**config.mk**
```make
export PLATFORM = sky130hd
export DESIGN_NAME = qk_score_scheduler
export DESIGN_NICKNAME = d
export VERILOG_FILES = /design/src/rtl/qk_score_scheduler.sv
export SDC_FILE = /design/constraint.sdc
export NUM_CORES = 1
export LEC_CHECK = 0
export BUFFER_PORTS_ARGS = -buffer_cell sky130_fd_sc_hd__buf_2
export CELL_PAD_IN_SITES_DETAIL_PLACEMENT = 1
export CELL_PAD_IN_SITES_GLOBAL_PLACEMENT = 1
export CORE_MARGIN = 3
export CORE_UTILIZATION = 40
export CTS_BUF_LIST = sky130_fd_sc_hd__clkbuf_16
export DETAILED_ROUTE_END_ITERATION = 7
export GPL_ROUTABILITY_DRIVEN = 0
export GPL_TIMING_DRIVEN = 0
export PLACE_DENSITY = 0.74
export SLEW_MARGIN = 15
export SYNTH_ARGS = -nofsm -noshare
export SYNTH_HDL_FRONTEND = slang
export SYNTH_SLANG_ARGS = --single-unit
```
**constraint.sdc**
```tcl
create_clock -name clk -period 4 [get_ports clk]
set_clock_uncertainty 0.15 [all_clocks]
set_input_delay 1.2 -clock clk [delete_from_list [all_inputs] [get_ports clk]]
set_output_delay 1.2 -clock clk [all_outputs]
set_load 0.02 [all_outputs]
```
**src/rtl/qk_score_scheduler.sv**
```systemverilog
`default_nettype none
// ============================================================================
// Module   : qk_score_scheduler
// Purpose  : Sequences Q x K score computation for one attention tile through
//            a single shared dot_product unit. Walks (q_idx, k_idx) in
//            row-major order, issues paired Q/K handshakes under a credit
//            limit, and tags each returned score with its indices and a
//            row-last marker for the softmax stage.
// Ports    : clk, rst (async, active-low)
//            start_i, cfg_num_q_i, cfg_num_k_i    tile control / config
//            busy_o, done_o, err_o                 status
//            dp_q_vld_o/dp_k_vld_o, dp_q_rdy_i/dp_k_rdy_i, q_idx_o, k_idx_o
//                                                  issue path
//            dp_s_vld_i, dp_s_rdy_o, dp_s_i        score return from dot_product
//            s_vld_o, s_rdy_i, s_out_o, s_q_idx_o, s_k_idx_o, s_row_last_o
//                                                  tagged score downstream
// Config   : CAUSAL_MASK_EN - when defined, row q visits k = 0..min(q, num_k-1)
// Revision : 1.0 - initial release
// ============================================================================
module qk_score_scheduler #(
  parameter int MAX_Q   = 64,
  parameter int MAX_K   = 64,
  parameter int IDX_W   = 6,
  parameter int SCORE_W = 8,
  parameter int MAX_OUT = 4
) (
  input  logic               clk,
  input  logic               rst,
  input  logic               start_i,
  input  logic [IDX_W:0]     cfg_num_q_i,
  input  logic [IDX_W:0]     cfg_num_k_i,
  output logic               busy_o,
  output logic               done_o,
  output logic               err_o,
  output logic               dp_q_vld_o,
  output logic               dp_k_vld_o,
  input  logic               dp_q_rdy_i,
  input  logic               dp_k_rdy_i,
  output logic [IDX_W-1:0]   q_idx_o,
  output logic [IDX_W-1:0]   k_idx_o,
  input  logic               dp_s_vld_i,
  output logic               dp_s_rdy_o,
  input  logic [SCORE_W-1:0] dp_s_i,
  output logic               s_vld_o,
  input  logic               s_rdy_i,
  output logic [SCORE_W-1:0] s_out_o,
  output logic [IDX_W-1:0]   s_q_idx_o,
  output logic [IDX_W-1:0]   s_k_idx_o,
  output logic               s_row_last_o
);

  localparam int TAG_W = 2 * IDX_W + 1;
  localparam int PTR_W = (MAX_OUT > 1) ? $clog2(MAX_OUT) : 1;
  localparam int CNT_W = $clog2(MAX_OUT + 1);

  localparam logic [IDX_W:0]   c_max_q    = (IDX_W + 1)'(MAX_Q);
  localparam logic [IDX_W:0]   c_max_k    = (IDX_W + 1)'(MAX_K);
  localparam logic [CNT_W-1:0] c_max_out  = CNT_W'(MAX_OUT);
  localparam logic [PTR_W-1:0] c_ptr_last = PTR_W'(MAX_OUT - 1);

  typedef enum logic [1:0] {
    ST_IDLE  = 2'd0,
    ST_ISSUE = 2'd1,
    ST_DRAIN = 2'd2,
    ST_DONE  = 2'd3
  } state_t;

  state_t             state_q;
  logic [IDX_W:0]     num_q_q, num_k_q;
  logic [IDX_W-1:0]   q_idx_q, k_idx_q;
  logic               busy_q, done_q, err_q, vld_q;

  // Tag FIFO: one entry per issued-but-unreturned pair; its occupancy is the
  // outstanding-credit count.
  logic [TAG_W-1:0]   tag_mem_q [MAX_OUT];
  logic [PTR_W-1:0]   wr_ptr_q, rd_ptr_q;
  logic [CNT_W-1:0]   cnt_q, cnt_d;

  logic               w_issue, w_pop, w_empty, w_drop, err_d;
  logic               w_row_last, w_q_last;
  logic [IDX_W-1:0]   w_k_max, w_k_end;
  logic [IDX_W:0]     w_cfg_q, w_cfg_k;
  logic [TAG_W-1:0]   w_head;

  always_comb begin
    w_issue = vld_q & dp_q_rdy_i & dp_k_rdy_i;
    w_empty = (cnt_q == '0);
    w_pop   = dp_s_vld_i & s_rdy_i & ~w_empty;
    // A score with no tag to match is accepted and discarded.
    w_drop  = dp_s_vld_i & w_empty;
    cnt_d   = cnt_q + CNT_W'(w_issue) - CNT_W'(w_pop);

    // Oversized configurations are clamped to the tile limits.
    w_cfg_q = (cfg_num_q_i > c_max_q) ? c_max_q : cfg_num_q_i;
    w_cfg_k = (cfg_num_k_i > c_max_k) ? c_max_k : cfg_num_k_i;

    w_k_max = IDX_W'(num_k_q - 1'b1);
`ifdef CAUSAL_MASK_EN
    w_k_end = (q_idx_q < w_k_max) ? q_idx_q : w_k_max;
`else
    w_k_end = w_k_max;
`endif
    w_row_last = (k_idx_q == w_k_end);
    w_q_last   = (q_idx_q == IDX_W'(num_q_q - 1'b1));

    // A new start clears the sticky error, unless a stray score lands in
    // that very cycle.
    if (state_q == ST_IDLE && start_i) err_d = w_drop;
    else                               err_d = err_q | w_drop;

    w_head = tag_mem_q[rd_ptr_q];
  end

  always_ff @(posedge clk or negedge rst) begin
    if (!rst) begin
      wr_ptr_q <= '0;
      rd_ptr_q <= '0;
      cnt_q    <= '0;
      for (int i = 0; i < MAX_OUT; i++) tag_mem_q[i] <= '0;
    end else begin
      if (w_issue) begin
        tag_mem_q[wr_ptr_q] <= {q_idx_q, k_idx_q, w_row_last};
        wr_ptr_q            <= (wr_ptr_q == c_ptr_last) ? '0 : wr_ptr_q + 1'b1;
      end
      if (w_pop) rd_ptr_q <= (rd_ptr_q == c_ptr_last) ? '0 : rd_ptr_q + 1'b1;
      cnt_q <= cnt_d;
    end
  end

  always_ff @(posedge clk or negedge rst) begin
    if (!rst) begin
      state_q <= ST_IDLE;
      num_q_q <= '0;
      num_k_q <= '0;
      q_idx_q <= '0;
      k_idx_q <= '0;
      busy_q  <= 1'b0;
      done_q  <= 1'b0;
      err_q   <= 1'b0;
      vld_q   <= 1'b0;
    end else begin
      done_q <= 1'b0;
      err_q  <= err_d;
      case (state_q)
        ST_IDLE: begin
          if (start_i) begin
            num_q_q <= w_cfg_q;
            num_k_q <= w_cfg_k;
            q_idx_q <= '0;
            k_idx_q <= '0;
            busy_q  <= 1'b1;
            if (w_cfg_q == '0 || w_cfg_k == '0) begin
              state_q <= ST_DONE;
            end else begin
              state_q <= ST_ISSUE;
              vld_q   <= 1'b1;
            end
          end
        end
        ST_ISSUE: begin
          // Valid follows the post-update credit count, so a pop at the
          // credit limit re-opens issue one cycle later.
          vld_q <= (cnt_d < c_max_out);
          if (w_issue) begin
            if (w_row_last) begin
              k_idx_q <= '0;
              if (w_q_last) begin
                state_q <= ST_DRAIN;
                vld_q   <= 1'b0;
              end else begin
                q_idx_q <= q_idx_q + 1'b1;
              end
            end else begin
              k_idx_q <= k_idx_q + 1'b1;
            end
          end
        end
        ST_DRAIN: begin
          if (cnt_q == '0) state_q <= ST_DONE;
        end
        ST_DONE: begin
          done_q  <= 1'b1;
          busy_q  <= 1'b0;
          state_q <= ST_IDLE;
        end
        default: state_q <= ST_IDLE;
      endcase
    end
  end

  assign busy_o     = busy_q;
  assign done_o     = done_q;
  assign err_o      = err_q;
  assign dp_q_vld_o = vld_q;
  assign dp_k_vld_o = vld_q;
  assign q_idx_o    = q_idx_q;
  assign k_idx_o    = k_idx_q;

  // Return path: zero-latency pass-through with tags from the FIFO head.
  assign s_vld_o      = dp_s_vld_i & ~w_empty;
  assign dp_s_rdy_o   = w_empty ? dp_s_vld_i : s_rdy_i;
  assign s_out_o      = dp_s_i;
  assign s_q_idx_o    = w_empty ? '0 : w_head[TAG_W-1 -: IDX_W];
  assign s_k_idx_o    = w_empty ? '0 : w_head[IDX_W:1];
  assign s_row_last_o = w_empty ? 1'b0 : w_head[0];

endmodule
`default_nettype wire

```
# Word level (Yosys, flattened, before mapping)
# Index checks and enable logic that the tools add are counted.
# W data, S select, Z words.
# totals
word_cells	108
output_inout_bits	40
reg_bits	89
# classes
magnitude_cmp	6
reduce_logical	15
add_sub_neg	8
n_eq_ne	14
bitwise_logic	10
mux	39
# op_table
cell	n
$bwmux W52	1
$mux W6	8
$mux W13	3
$bmux W13 S2	1
$demux W13 S2	1
$pmux W6 S2	2
$mux W2	8
$gt A7 B7 Y1 const B	2
$logic_not A7 Y1	2
$mux W7	2
$ne A2 B2 Y1 const B	7
$add A6 B1 Y6 const B	2
$eq A6 B6 Y1	2
$sub A6 B1 Y6 const B	2
$mux W1	10
$reduce_and A5 Y1	2
$eq A2 B2 Y1 const B	4
$pmux W2 S4	1
$and A1 B1 Y1	6
$ge A3 B3 Y1 const B	2
$not A2 Y3	2
$reduce_and A3 Y1	2
$add A2 B1 Y2 const B	2
$pmux W1 S2	2
13 further kinds	16

# Logic depth before layout (Yosys ltp)
# Gate-level depths: netlist of the first run.
# logic_depth
word_depth	9
ltp_mapped	11
depth_no_buf	11

# Worst setup path after synthesis of the first run
# OpenSTA, ideal clock, no wires.
# synth_timing
path_kind	register to output
start	register rd_ptr_q[0]
end	output port s_k_idx_o[1]
stages_incl_launch_ff	5
t_required_ps	2650
n_path_buf	2
t_arrival_ps	1933
path_slack_ps	717
path_cell_list	dfrtp_1 clkbuf_1 buf_1 mux4_2 and2_1
# synth_between
elab_chain_len	5
# synth_rtl
element	line	rtl
start, declared	76	logic [PTR_W-1:0] wr_ptr_q, rd_ptr_q;
start signal, assigned	125	if (w_pop) rd_ptr_q <= (rd_ptr_q == c_ptr_last) ? '0 : rd_ptr_q + 1'b1;
$not A2 Y3 (not written as such)	111	w_head = tag_mem_q[rd_ptr_q];
$bmux W13 S2	111	
$mux W13 (not written as such) (2 in series)	111	
$mux W6	204	assign s_k_idx_o = w_empty ? '0 : w_head[IDX_W:1];
end, declared	48	output logic [IDX_W-1:0] s_k_idx_o,
# Every way passes these cells. The select of a mux whose other input is x is not followed.

# Worst setup path in the final report of the first run
# layout_timing
start	register rd_ptr_q[0]
end	output port s_k_idx_o[5]
# The elaborated chain is that of the path after synthesis.

==> flow_summary.yaml, run 1 <==
yosys:
  yosys.area.top_type_share_pct: 47.7
  ys_ff_latch: 89
  synth_cell_type_count: 47
  synth_flop_cell: "dfrtp_1"
  netlist_instances: 421
  seq_area_frac_synth_pct: 47.7
  yosysWarnings: 0
  synth_fp_nets: 467
  synth_area_per_cell_sq_um: 11.1
  synth-edff-count: 0
  yosys.area.top_type: "dfrtp_1"
  syn-cell-area_sq_mm: 0.00467
  synthTopCellsByArea: "dfrtp_1 48%, mux2_2 10%, mux4_2 6.3%"
  async_reset_ff_share_pct: 100
floorplan:
  dieArea_sq_mm: 0.0130
  core_region_area_sq_mm: 0.0111
  initial_utilization_pct: 42.0
  dieWidth_um: 114
  die_h_um: 114
  ios: 69
  std_cell_rows: 38
power:
  peakVddDrop_mv: 0.309
  switchingPower_mw: 0.940
  pwr-share-clk_pct: 32.7
  total_leakage_power_nw: 2.68
  seqPwrFrac_pct: 39.1
  switching_share_pct: 32.0
  pwr-share-comb_pct: 28.2
  p_per_area_mw_per_mm2: 533
  p_int_mw: 2.00
sta:
  max_freq_mhz: 270
  finalCritPeriodShare_pct: 92.7
  hold_viol_final: 0
  finalWorstSetupSlack_ps: 291
  hold_slack_ps: 334
  rsz0062_at_grt: "false"
  slew_viol_final: 0
  period_needed_ps: 3710
  slew_headroom_pct: 54.9
  setup_tns_ps: 0
  worst_pin_slew_ps: 677
  setup_viol: 0
worst_setup_path:
  regToRegEndpoint: "dp_k_vld_o"
  cp-start-kind: "flop"
  reg2regPathDepth: 11
  r2r_slack_ps: 860
  critPathMaxFanout: 10
  crit_type: "reg2out"
  cp-end-kind: "primary output"
  r2r_start: "cnt_q[1]"
  required_ps: 2650
  cp.arrival_ps: 2360
route:
  wl_met2_mm: 5.87
  drtPass1Iterations: 4
  drcViolationCount: 0
  drtIter0Drc: 128
  wl_met1_mm: 5.09
  wl_met3_um: 327
  routed.top_layer: "met4"
  vias: 3409
  postRouteWirelength_mm: 11.4
  antenna_left: 0
  viasPerCell: 5.34
  routedWlPerCell_um: 17.9
job:
  max-cap-violations: 0
global_route:
  overflow: 0
  grt_max_degree: 52
  grt_pass1_vias: 3681
  grt_pass1_wl_mm: 18.9
  grtUsageTotal_pct: 18.7
  antenna_found_initial: 0
worst_hold_path:
  min_from: "tag_mem_q[0]"
  hold_class: "reg2reg"
  hold_end: "tag_mem_q[0]"
  holdPathStages: 2
clocking:
  cts_sinks: 89
  numCtsBuffers: 9
  clk_pin_slew_ps: 60
  cts_tree: "yes"
  ctsHoldBuffers: 0
  post-cts-setup-buffers: 0
  h-tree-depth: 3
  root_buffer: "clkbuf_16"
  clkLatencyLatePin_ps: 340
  cts_buffer_depth: 2
final_layout:
  fin_nets: 539
  syn_to_final_growth_pct: 18.2
  layout-drive-gt1-share_pct: 30.7
  final_core_util_pct: 49.7
  fillers: 1251
  diodes: 0
  design_area_sq_mm: 0.00552
place:
  portBuffers: 60
  post-place-ws_ps: 216
  dpl_cell_area_sq_mm: 0.00518
  hpwlAfterDp_mm: 8.40
run_status:
  outcome: "finished clean"
-- cells in the final DEF, fill, tap and decap left out, types with 3 or more instances in the layout --
cell type	synthesis	final
or2_2	3	3
o31a_1	3	3
mux2_2	42	42
nor4_1	6	6
a21oi_1	7	7
xnor2_1	9	9
nand3_1	5	5
clkbuf_1	17	16
nand4_1	4	4
o21ai_0	30	30
nand2b_1	19	19
bufinv_16	0	3
dfrtp_1	89	89
ha_1	16	16
nor3_1	6	6
or3_1	5	5
nand2_1	49	49
mux4_2	13	13
buf_2	2	61
and2_1	14	14
xor2_1	10	10
clkbuf_16	0	9
inv_1	19	21
nor2_1	10	10
buf_4	9	10
o211ai_1	4	4
-- Yosys cell counts, types with 2 or more instances --
| master | n |
|---|---|
| o31a_1 | 3 |
| o21ai_0 | 30 |
| mux4_2 | 13 |
| xor2_1 | 10 |
| a21oi_1 | 7 |
| nor2_1 | 10 |
| mux2i_1 | 2 |
| nor3_1 | 6 |
| nand4_1 | 4 |
| clkbuf_1 | 17 |
| and2_1 | 14 |
| a31oi_1 | 2 |
| a31o_2 | 2 |
| ha_1 | 16 |
| nand3_1 | 5 |
| xnor2_1 | 9 |
| mux2_2 | 42 |
| dfrtp_1 | 89 |
| nand2_1 | 49 |
| nand2b_1 | 19 |
| o22ai_1 | 2 |
| o211ai_1 | 4 |
| or4_1 | 2 |
| buf_2 | 2 |
| buf_1 | 2 |
| buf_4 | 9 |
| a21o_1 | 2 |
| or3_1 | 5 |
| or2_2 | 3 |
| inv_1 | 19 |
| nor4_1 | 6 |
-- power groups by stage --
stage | Sequential (mW) | Combinational, mW | Clock [mW]
after floorplan | 1.16 | 0.540 | 0
after global placement | 1.15 | 0.791 | 0
after detailed placement | 1.16 | 0.835 | 0
after CTS | 1.15 | 0.847 | 0.981
after global routing | 1.17 | 0.925 | 1.02
final | 1.15 | 0.830 | 0.963
-- repair_timing --
action	4_1_cts	5_1_grt
pin swaps	0	0
gates resized for setup	2	2
setup endpoints to repair	8	8
-- flip-flops by register name, indices dropped and copies added, names as in the netlist --
register	cells
state_q	2
done_o	1
dp_k_vld_o	1
num_k_q	6
tag_mem_q	52
busy_o	1
q_idx_o	6
err_o	1
k_idx_o	6
cnt_q	3
wr_ptr_q	2
rd_ptr_q	2
num_q_q	6
-- metal layers --
metal,vias up,GRT usage (%)
met5,-,0
met3,12,2.91
met1,1742,23.8
met4,0,6.49
li1,1598,-
met2,57,32.6
-- how the worst max path moves through the flow --
stage,from,end,slack [ps],depth (start not counted)
2_1_floorplan,rd_ptr_q[0],s_k_idx_o[1],720,4
3_3_place_gp,rd_ptr_q[0],s_k_idx_o[5],240,5
3_5_place_dp,rd_ptr_q[0],s_k_idx_o[5],220,5
4_1_cts,rd_ptr_q[0],s_k_idx_o[5],30,5
5_1_grt,rd_ptr_q[0],s_k_idx_o[5],110,5
6_report,rd_ptr_q[0],s_k_idx_o[5],290,5
-- metrics by stage --
stage          total power [mW]  std cells
6_report                   2.94        638
5_1_grt                    3.11        638
4_1_cts                    2.98        638
3_5_place_dp               2.00        622
3_3_place_gp               1.94        621
2_1_floorplan              1.70        421
-- critical path, stage by stage (launching register included) --
cell             delay [ps]
dfrtp_1                 360
clkbuf_2                260
clkdlybuf4s15_2         480
mux4_2                  580
and2_1                  180
buf_2                   150
-- cells by family (layout without fill, tap and decap cells) --
logic type	Yosys count	after routing	share of synthesized area (%)
flops	89	89	47.7
fa+ha+maj	17	17	4.71
compound gates	59	59	7.79
mux	57	57	16.8
xor+xnor	19	19	3.56
buf+inv	50	127	4.95
simple gates	130	130	14.5
-- cell type report --
cell class	instances	area, sq um	share of cell area, %
Sequential cell	89	2230	40.3
Timing Repair Buffer	61	330	5.98
Multi-Input combinational cell	282	2210	40.1
Clock inverter	7	111	2.02
Buffer	31	169	3.06
Clock buffer	9	225	4.08
Tap cell	140	175	3.17
Inverter	19	71.3	1.29
Power figures use the tool's default switching activity.
==> inputs of run 2 (changes only) <==
--- a/config.mk
+++ b/config.mk
@@ -9,12 +9,11 @@
 export CELL_PAD_IN_SITES_DETAIL_PLACEMENT = 1
 export CELL_PAD_IN_SITES_GLOBAL_PLACEMENT = 1
 export CORE_MARGIN = 3
-export CORE_UTILIZATION = 40
+export CORE_UTILIZATION = 45
 export CTS_BUF_LIST = sky130_fd_sc_hd__clkbuf_16
 export DETAILED_ROUTE_END_ITERATION = 7
 export GPL_ROUTABILITY_DRIVEN = 0
-export GPL_TIMING_DRIVEN = 0
-export PLACE_DENSITY = 0.74
+export PLACE_DENSITY = 0.81
 export SLEW_MARGIN = 15
 export SYNTH_ARGS = -nofsm -noshare
 export SYNTH_HDL_FRONTEND = slang
==> run 2 against run 1 <==
Clock-buffer cell count stayed put. Non-clock buffer count down 38. Largest power group unchanged. Utilization up 3.5 points. Critical path type unchanged.
==> flow_summary.yaml, run 2 (synthesis results as in run 1) <==
run_status:
  outcome: "finished clean"
power:
  switching_share_pct: 33.2
  switchingPower_mw: 0.954
  total_leakage_power_nw: 2.54
  p_per_area_mw_per_mm2: 544
  pwr-share-clk_pct: 32.5
  power_mw: 2.88
  peakVddDrop_mv: 0.244
  p_int_mw: 1.92
  pwr-share-comb_pct: 25.3
  seqPwrFrac_pct: 42.1
clocking:
  root_buffer: "clkbuf_16"
  clk_pin_slew_ps: 70
  numCtsBuffers: 9
  cts_buffer_depth: 2
  clkLatencyLatePin_ps: 340
  ctsHoldBuffers: 0
  cts_tree: "yes"
  post_cts_resized: 0
  h-tree-depth: 3
  post-cts-setup-buffers: 0
  cts_sinks: 89
final_layout:
  layout_commonest_cell: "dfrtp_1"
  fillers: 1103
  fin_nets: 501
  layout-drive-gt1-share_pct: 29.1
  multi_input_area_sq_mm: 0.00221
  diodes: 0
  final_cell_mix: "89 x dfrtp_1, 51 x buf_2, 49 x nand2_1, 42 x mux2_2, 30 x o21ai_0"
  largest_reg_flops: 52
  syn_to_final_growth_pct: 13.2
  top_register: "tag_mem_q"
  seq_area_sq_mm: 0.00223
worst_setup_path:
  cpPeakStageDelay_ps: 550
  required_ps: 2650
  timing.critical_path.cells: "buf_4 > mux4_2 > and2_1 > buf_2"
  critPathMaxFanout: 12
  crit_type: "reg2out"
  cp-end-kind: "primary output"
  cp.arrival_ps: 1980
  cp-start-kind: "flop"
  worst_path_max_delay_cell: "mux4_2"
global_route:
  grt_pass1_vias: 3645
  overflow: 0
  grt_pass1_wl_mm: 18.6
  use_met1_pct: 24.4
  grt_max_degree: 90
  met3_usage_pct: 2.70
  antenna_found_initial: 0
  groute.layer.met2.usage_pct: 38.9
  top_usage_layer: "met2"
  grtUsageTotal_pct: 20.8
floorplan:
  dieArea_sq_mm: 0.0116
  ios: 69
  initial_utilization_pct: 46.9
  die_h_um: 108
  std_cell_rows: 36
  core_region_area_sq_mm: 0.00995
  dieWidth_um: 108
route:
  antenna_left: 0
  routedWlPerCell_um: 18.8
  vias: 3300
  drcViolationCount: 0
  drtIter0Drc: 88
  drtPass1Iterations: 4
  postRouteWirelength_mm: 11.1
  viasPerCell: 5.56
sta:
  hold_viol_final: 0
  finalCritPeriodShare_pct: 83.3
  hold_slack_ps: 335
  worst_pin_slew_ps: 789
  setup_tns_ps: 0
  setup_viol: 0
  rsz0062_at_grt: "false"
  slew_viol_final: 0
  period_needed_ps: 3330
  slew_headroom_pct: 47.4
  max_freq_mhz: 300
job:
  max-cap-violations: 0
worst_hold_path:
  hold_class: "reg2reg"
place:
  hpwlAfterDp_mm: 7.49
  portBuffers: 52
==> run 2: layout make-up <==
type / instances / share of cell area (%)
well taps: 133 / 3.15
flip-flops and latches: 89 / 42.1
clock buffers: 9 / 4.26
clock inverters: 7 / 1.96
repair buffers: 54 / 5.32
inverters: 19 / 1.35
multi-input cells: 282 / 41.9
==> run 2: worst paths after layout <==
path | start | to | slack (ps) | cells past startpoint
max | rd_ptr_q[0] | s_row_last_o | 670 | 4
min | tag_mem_q[51] | tag_mem_q[51] | 330 | 2
max reg2reg | cnt_q[1] | dp_k_vld_o | 690 | 11
min reg2reg | tag_mem_q[51] | tag_mem_q[51] | 330 | 2
max in group asynchronous | rst | num_k_q[4] | 2400 | 1
min in group asynchronous | rst | tag_mem_q[9] | 760 | 1
==> run 2: through the flow <==
stage	util (%)	std cells	worst slack [ps]	area (sq um)
floorplan	-	421	717	4670
global placement	49.8	577	606	4960
detailed placement	49.8	577	467	4960
CTS	53.1	593	630	5290
global route	53.1	593	510	5290
finish	53.1	593	666	5290
==> run 2: metal layers <==
metal,wire length (um),vias up
li1,-,1523
met1,4630,1711
met2,6050,52
met3,301,14
met4,161,0
met5,0,-
==> run 2: power groups by stage <==
stage / logic (mW) / registers [mW] / clock network [mW]
finish: 0.729 / 1.21 / 0.935
global route: 0.809 / 1.24 / 0.984
CTS: 0.743 / 1.21 / 0.942
detailed placement: 0.724 / 1.22 / 0
global placement: 0.686 / 1.20 / 0
floorplan: 0.540 / 1.16 / 0
==> run 2: worst max-delay path: cells and delay by family, from the launching register on <==
family | cells | cell delay [ps]
multiplexers | 1 | 550
buffers and inverters | 2 | 460
AND/OR/NAND/NOR | 1 | 170
flip-flops | 1 | 450
